<file path="src/rtl/automat_racoritoare_pkg.sv">
// Shared types and coin constants for the cola vending controller.
package automat_racoritoare_pkg;

  typedef enum logic [1:0] {
    IDLE   = 2'd0,
    VEND   = 2'd1,
    CHANGE = 2'd2
  } state_t;

  localparam logic [3:0] C1     = 4'd1;
  localparam logic [3:0] C5     = 4'd5;
  localparam logic [3:0] C10    = 4'd10;
  localparam logic [3:0] R2_VAL = 4'd5;

  // Priority encode simultaneous coin events: 10 beats 5 beats 1.
  function automatic logic [3:0] coin_value(input logic e10, input logic e5, input logic e1);
    logic [3:0] v;
    v = 4'd0;
    if (e10)     v = C10;
    else if (e5) v = C5;
    else if (e1) v = C1;
    return v;
  endfunction

endpackage

</file>
<file path="src/rtl/automat_racoritoare_coin_edge_detect.sv">
// Rising-edge detector for one coin sensor; a held level counts once.
module coin_edge_detect (
  input  logic clk,
  input  logic reset,
  input  logic in,
  output logic rise
);

  logic prev;

  always_ff @(posedge clk) begin
    if (reset) prev <= 1'b0;
    else       prev <= in;
  end

  assign rise = in & ~prev;

endmodule

</file>
<file path="src/rtl/automat_racoritoare.sv">
// Cola vending controller: accumulates coin credit, dispenses, then returns
// change one coin per cycle (5-unit coins first, then 1-unit coins).
//   state  | meaning
//   IDLE   | accepting coins, credit 0..PRICE-1
//   VEND   | cola pulse this cycle
//   CHANGE | returning change, one coin per cycle
module automat_racoritoare
  import automat_racoritoare_pkg::*;
#(
  parameter int PRICE = 3,
  parameter int CW    = 5
) (
  input  logic b1,
  input  logic b5,
  input  logic b10,
  input  logic clk,
  input  logic reset,
  output logic cola,
  output logic r1,
  output logic r2
);

  localparam logic [CW-1:0] PRICE_V = CW'(PRICE);
  localparam logic [CW-1:0] R2_V    = CW'(R2_VAL);
  localparam logic [CW-1:0] ONE_V   = CW'(1);

  state_t        state;
  logic [CW-1:0] credit;
  logic [CW-1:0] change;
  logic          e1, e5, e10;
  logic          coin_valid;
  logic [CW-1:0] coin_val;
  logic [CW-1:0] total;

  coin_edge_detect u_ed1  (.clk(clk), .reset(reset), .in(b1),  .rise(e1));
  coin_edge_detect u_ed5  (.clk(clk), .reset(reset), .in(b5),  .rise(e5));
  coin_edge_detect u_ed10 (.clk(clk), .reset(reset), .in(b10), .rise(e10));

  always_comb begin
    coin_valid = e1 | e5 | e10;
    coin_val   = CW'(coin_value(e10, e5, e1));
    total      = credit + coin_val;
  end

  always_ff @(posedge clk) begin
    if (reset) begin
      state  <= IDLE;
      credit <= '0;
      change <= '0;
      cola   <= 1'b0;
      r1     <= 1'b0;
      r2     <= 1'b0;
    end else begin
      cola <= 1'b0;
      r1   <= 1'b0;
      r2   <= 1'b0;
      case (state)
        IDLE: begin
          if (coin_valid) begin
            if (total >= PRICE_V) begin
              cola   <= 1'b1;
              change <= total - PRICE_V;
              credit <= '0;
              state  <= VEND;
            end else begin
              credit <= total;
            end
          end
        end
        VEND, CHANGE: begin
          // The first change pulse follows the cola pulse with no gap.
          if (change == '0) begin
            state <= IDLE;
          end else if (change >= R2_V) begin
            r2     <= 1'b1;
            change <= change - R2_V;
            state  <= (change == R2_V) ? IDLE : CHANGE;
          end else begin
            r1     <= 1'b1;
            change <= change - ONE_V;
            state  <= (change == ONE_V) ? IDLE : CHANGE;
          end
        end
        default: state <= IDLE;
      endcase
    end
  end

endmodule

</file>
<file path="config.mk">
export PLATFORM = sky130hd
export DESIGN_NAME = automat_racoritoare
export DESIGN_NICKNAME = d
export VERILOG_FILES = /design/src/rtl/automat_racoritoare_pkg.sv /design/src/rtl/automat_racoritoare_coin_edge_detect.sv /design/src/rtl/automat_racoritoare.sv
export SDC_FILE = /design/constraint.sdc
export NUM_CORES = 1
export LEC_CHECK = 0
export ABC_AREA = 1
export CORE_ASPECT_RATIO = 1.4
export CORE_MARGIN = 1.5
export CORE_UTILIZATION = 40
export DETAILED_ROUTE_END_ITERATION = 12
export SYNTH_ARGS = -nofsm -noshare
export SYNTH_HDL_FRONTEND = slang
export SYNTH_SLANG_ARGS = --single-unit
</file>
<file path="constraint.sdc">
create_clock -name clk -period 3.47 [get_ports clk]
set_input_delay 0.694 -clock clk [delete_from_list [all_inputs] [get_ports clk]]
set_output_delay 0.694 -clock clk [all_outputs]
set_load 0.02 [all_outputs]
</file>
==> results of run 1 <==
-- worst max path at each step --
| stage | from | endpoint | depth (start not counted) |
|---|---|---|---|
| after floorplan | b1 | change[4] | 17 |
| after global placement | b1 | change[4] | 18 |
| after detailed placement | b1 | change[3] | 17 |
| after CTS | b1 | change[3] | 17 |
| after global routing | b1 | change[4] | 18 |
| final | b1 | change[1] | 17 |
-- through the flow --
| stage | hold slack (ns) | util | setup WS (ns) | instances |
|---|---|---|---|---|
| floorplan | 0.428 | - | 0.810 | 172 |
| global placement | 0.450 | 0.461 | 0.165 | 215 |
| detailed placement | 0.449 | 0.461 | 0.128 | 215 |
| CTS | 0.462 | 0.480 | 0.391 | 219 |
| global route | 0.490 | 0.480 | 0.180 | 219 |
| finish | 0.459 | 0.480 | 0.406 | 219 |
-- power groups by stage --
stage / clock [W] / sequential, W / combinational [W]
final: 0.000173 / 0.000293 / 0.000783
after global placement: 0 / 0.000296 / 0.000769
after detailed placement: 0 / 0.000298 / 0.000775
after floorplan: 0 / 0.000299 / 0.000614
after CTS: 0.000177 / 0.000293 / 0.000781
after global routing: 0.000186 / 0.000298 / 0.000899
-- layer usage --
| layer | GRT usage | share of wire |
|---|---|---|
| met5 | 0 | 0 |
| met4 | 0.108 | 0.029 |
| met3 | 0.0240 | 0.016 |
| met2 | 0.343 | 0.53 |
| met1 | 0.181 | 0.43 |
-- Yosys cell counts (all sizes together) --
cell type / instances / area share
xor2: 2 / 0.014
o22ai: 1 / 0.0052
inv: 32 / 0.099
nand3: 18 / 0.11
o211ai: 1 / 0.0062
o21bai: 1 / 0.0062
nor3: 4 / 0.016
dfxtp: 18 / 0.30
a211oi: 2 / 0.012
fa: 1 / 0.016
ha: 9 / 0.093
o21ai: 8 / 0.045
a21oi: 11 / 0.055
nand2: 41 / 0.14
nor2: 21 / 0.077
buf: 2 / 0.0082
-- state kept, by name (all words and copies together), names as in the netlist --
name and cells:
credit 5, r1 1, change 5, u_ed5.prev 1
r2 1, u_ed1.prev 1, u_ed10.prev 1, state 2
cola 1
-- critical path, delay by kind of cell --
kind                       cells  cell delay (ns)
and+or+nand+nor                6             0.57
adders and majority gates      3             0.86
AOI/OAI and AO/OA              2             0.33
buffers and inverters          6             0.78
-- cell families (layout without fill, tap and decap cells) --
logic type      after synthesis  after routing  share of synthesized area
xor+xnor                      2              2                     0.0144
buf+inv                      34             44                      0.107
fa+ha+maj                    10             10                      0.109
flops                        18             18                      0.297
simple gates                 84             84                      0.342
compound gates               24             24                      0.130
-- layout make-up --
class	instances	area, sq um
well taps	37	46.3
flip-flops and latches	18	360
fillers	303	1500
clock buffers	4	55.1
multi-input cells	120	723
inverters	32	120
repair buffers	8	77.6
==> flow_summary.json, run 1 <==
{
  "worstPathRequired_ns": 3.66,
  "hold_class": "flip-flop to flip-flop",
  "hold_depth": 2,
  "core.rowCount": 23,
  "grt_pass1_wl_mm": 4.51,
  "n_antenna_cell": 0,
  "die_w_um": 49.6,
  "cts_max_level": 1,
  "maxSlewViolCount": 0,
  "drc": 0,
  "relSlewSlack": 0.666,
  "slowest_delay_ns": 0.50,
  "finalSetupViolCount": 0,
  "path_max_fanout": 6,
  "p_per_area_nw_per_um2": 903,
  "dpl_cell_area_sq_um": 1330,
  "cp-end-kind": "flip-flop",
  "min_from": "credit[2]",
  "r2r_cells": 15,
  "gp_congestion": 0.876,
  "postSynthCellCount": 172,
  "vdd_drop_max_uv": 445,
  "cpMostUsedCell": "inv_1",
  "cts-root-buf": "clkbuf_8",
  "hold_violations": 0,
  "ys_ff_latch": 18,
  "ctsResizeCount": 0,
  "min_to": "credit[2]",
  "synth_warnings": 0,
  "status": "complete, no violations",
  "via_count": 1070,
  "clk_latency_ns": 0.26,
  "cts_buffers": 3,
  "synth_cell_types": 25,
  "rsz0062_at_grt": "no",
  "pwr-share-comb": 0.627,
  "pin_count": 8,
  "synth.avg_cell_area_sq_um": 7.06,
  "first_pass_iters": 4,
  "io_buffers": 7,
  "cts_tree": "done",
  "detail-route-antenna-nets": 0,
  "p_int_w": 0.000650,
  "arrival_ns": 3.25,
  "syn_area_sq_um": 1210,
  "hpwl_mm": 2.12,
  "drive_gt1_frac": 0.115,
  "wl_per_cell_um": 11.9,
  "dieArea_sq_um": 3380,
  "final_cell_mix": "nand2_1, inv_1, nor2_1, dfxtp_1, nand3_1",
  "crit_type": "primary input to flip-flop",
  "holdBufCountCts": 0,
  "coreArea_sq_um": 2880,
  "vias_per_cell": 4.89,
  "leakagePower_nw": 0.676,
  "finalPower_w": 0.00125,
  "final_common_cell": "nand2_1",
  "finClkSkew_ns": 0.00499,
  "yosysSeqAreaShare": 0.297,
  "layout_min_cycle_time_ns": 3.06,
  "drt_iter0_markers": 25,
  "reg2reg_slack_ns": 1.04,
  "netSwitchingFraction": 0.479,
  "seqPwrFrac": 0.235,
  "p_switching_w": 0.000599,
  "stdcell_area_sq_um": 1380,
  "grt_usage": 0.178,
  "regToRegStartpoint": "u_ed1.prev",
  "pwr-share-clk": 0.139,
  "area_growth_pct": 13.9,
  "worst_pin_slew_ns": 0.500,
  "clk_pin_slew_worst_paths_ns": 0.07,
  "grt_overflow_total": 0,
  "fmax_ghz": 0.326,
  "antenna_found_initial": 0,
  "worstReg2RegEnd": "change[1]",
  "cts.sinks": 18,
  "totalWireLength_mm": 2.61,
  "initial_utilization": 0.422,
  "syn_nets": 187,
  "postCtsSetupBuffers": 0,
  "cp_slowest_cell": "fa_1",
  "nets": 198,
  "cp-start-kind": "primary input",
  "crit_chain": "clkdlybuf4s50_1, inv_1, o22ai_1, inv_1, nor2_1, ha_1, inv_1, fa_1, inv_1, ha_1, inv_1, nand3_4, nor2_4, nand2_4, nand3_4, nand2_1, a21oi_2",
  "die_h_um": 68.2,
  "grt_pass1_vias": 1039,
  "clk_path_buf_depth": 2,
  "fin_crit_sh": 0.883,
  "maxCapViolations": 0,
  "grt_max_degree": 12,
  "finalSetupTns_ns": 0
}
Note: power is estimated with default switching activity, not from simulation.
==> run 2, diff against run 1 <==
CORE_UTILIZATION = 25   (was 40)
==> run 2 against run 1 <==
Net effect:
- first-iteration DRC count grew 52%
- critical path depth stayed put
- clock power down 17%
- worst setup slack worse by 0.037 ns
- cell area increased by 1.3%
- flip-flop and latch count did not move
==> flow_summary.json, run 2 (synthesized netlist as in run 1, its figures left out) <==
{
  "status": "complete, no violations",
  "leakagePower_nw": 0.669,
  "crit_type": "primary input to flip-flop",
  "drc": 0,
  "die_w_um": 61.9,
  "fill_cells": 527,
  "hpwl_mm": 2.03,
  "final_common_cell": "nand2_1",
  "fin_crit_sh": 0.894,
  "regToRegStartpoint": "u_ed1.prev",
  "vias_per_cell": 4.26,
  "relSlewSlack": 0.636,
  "grt_usage": 0.115,
  "post-place-ws_ns": 0.125,
  "critical_path.top_delay_family": "adder cells",
  "seqCellArea_sq_um": 360,
  "path_max_fanout": 6,
  "grt_overflow_total": 0,
  "cp-end-kind": "flip-flop",
  "slowest_delay_ns": 0.51,
  "core.rowCount": 29,
  "final_cell_mix": "nand2_1, inv_1, nor2_1, dfxtp_1, nand3_1",
  "first_pass_iters": 3,
  "crit_chain": "clkdlybuf4s50_1, inv_1, o22ai_1, inv_1, nor2_1, ha_1, inv_1, fa_1, inv_1, ha_1, inv_1, nand3_4, nor2_4, nand2_4, nand3_4, nand2_1, a21oi_2",
  "layout_min_cycle_time_ns": 3.10,
  "nets": 198,
  "min_from": "credit[3]",
  "area_growth_pct": 15.4,
  "dieArea_sq_um": 5290,
  "finClkSkew_ns": 0.00204,
  "cts-root-buf": "clkbuf_8",
  "grt_pass1_vias": 1142,
  "wl_per_cell_um": 10.4,
  "via_count": 1036,
  "pin_count": 8,
  "cpMostUsedCell": "inv_1",
  "critPathBufInv": 6,
  "vdd_drop_max_uv": 232,
  "hold_class": "flip-flop to flip-flop",
  "hold_violations": 0,
  "holdWs_ns": 0.449,
  "coreArea_sq_um": 4610,
  "n_antenna_cell": 0,
  "cts_tree": "done",
  "cts.sinks": 18,
  "clk_pin_slew_worst_paths_ns": 0.07,
  "io_buffers": 7,
  "clk_path_buf_depth": 2,
  "postCtsSetupBuffers": 0,
  "drt_iter0_markers": 38,
  "grt_max_degree": 12,
  "finalSetupViolCount": 0,
  "largest_registers": "change (5), credit (5), state (2)",
  "p_per_area_nw_per_um2": 863,
  "cts_buffers": 3,
  "maxCapViolations": 0,
  "setup_ws_ns": 0.369,
  "cp-start-kind": "primary input",
  "detail-route-antenna-nets": 0,
  "cts_max_level": 1,
  "cp_slowest_cell": "fa_1",
  "wl_met3_um": 39,
  "ctsResizeCount": 0,
  "drive_gt1_frac": 0.110,
  "gp_congestion": 0.738,
  "highest-signal-layer": "met4",
  "worst_pin_slew_ns": 0.544,
  "clk_latency_ns": 0.25,
  "worstPathRequired_ns": 3.65,
  "maxSlewViolCount": 0,
  "initial_utilization": 0.263,
  "die_h_um": 85.4,
  "holdBufCountCts": 0,
  "multi_input_area_sq_um": 723,
  "antenna_found_initial": 0,
  "grt_pass1_wl_mm": 4.70,
  "finalSetupTns_ns": 0,
  "arrival_ns": 3.28,
  "cp-startpoint": "b1",
  "totalWireLength_mm": 2.52,
  "wl_met2_mm": 1.36,
  "rsz0062_at_grt": "no",
  "wl_met1_mm": 1.08,
  "fmax_ghz": 0.323
}
==> run 2: cell types whose count changed in the layout (fill, tap and decap cells not counted) <==
| cell | before | now |
|---|---|---|
| clkbuf_8 | 4 | 3 |
==> run 2: layer usage <==
layer | GRT usage | up-vias
li1 | - | 559
met1 | 0.118 | 465
met2 | 0.219 | 8
met3 | 0.0183 | 4
met4 | 0.0426 | 0
met5 | 0 | -
==> run 2: worst reg2reg max path, delay by kind of cell, from the launching register on <==
family	cells	cell delay (ns)
AO/OA/AOI/OAI	2	0.33
AND/OR/NAND/NOR	6	0.59
flip-flops	1	0.30
adder cells (fa/ha/maj)	3	0.89
buffers and inverters	4	0.30
==> run 2: final cells by class <==
cell class	count	share of cell area
well taps	62	0.0554
clock buffers	3	0.0295
flip-flops and latches	18	0.257
inverters	32	0.0858
repair buffers	8	0.0554
multi-input cells	120	0.517
==> run 2: per-stage QoR <==
| step | power, W | std cells | cell area [sq um] | utilization |
|---|---|---|---|---|
| detailed placement | 0.00106 | 240 | 1360 | 0.295 |
| CTS | 0.00122 | 243 | 1400 | 0.304 |
| global placement | 0.00106 | 240 | 1360 | 0.295 |
| finish | 0.00121 | 243 | 1400 | 0.304 |
| global route | 0.00135 | 243 | 1400 | 0.304 |
| floorplan | 0.000913 | 172 | 1210 | - |
==> run 2: where the power goes <==
part / switching [W] / internal, W
logic: 0.000484 / 0.000288
registers: 0.0000330 / 0.000259
clock network: 0.0000674 / 0.0000770
total: 0.000585 / 0.000624
==> run 2: path summary, 6_finish.rpt <==
kind	end	slack [ns]	cells after the start
max	change[0]	0.37	17
min	credit[3]	0.45	2
max reg2reg	change[0]	1.00	15
min reg2reg	credit[3]	0.45	2
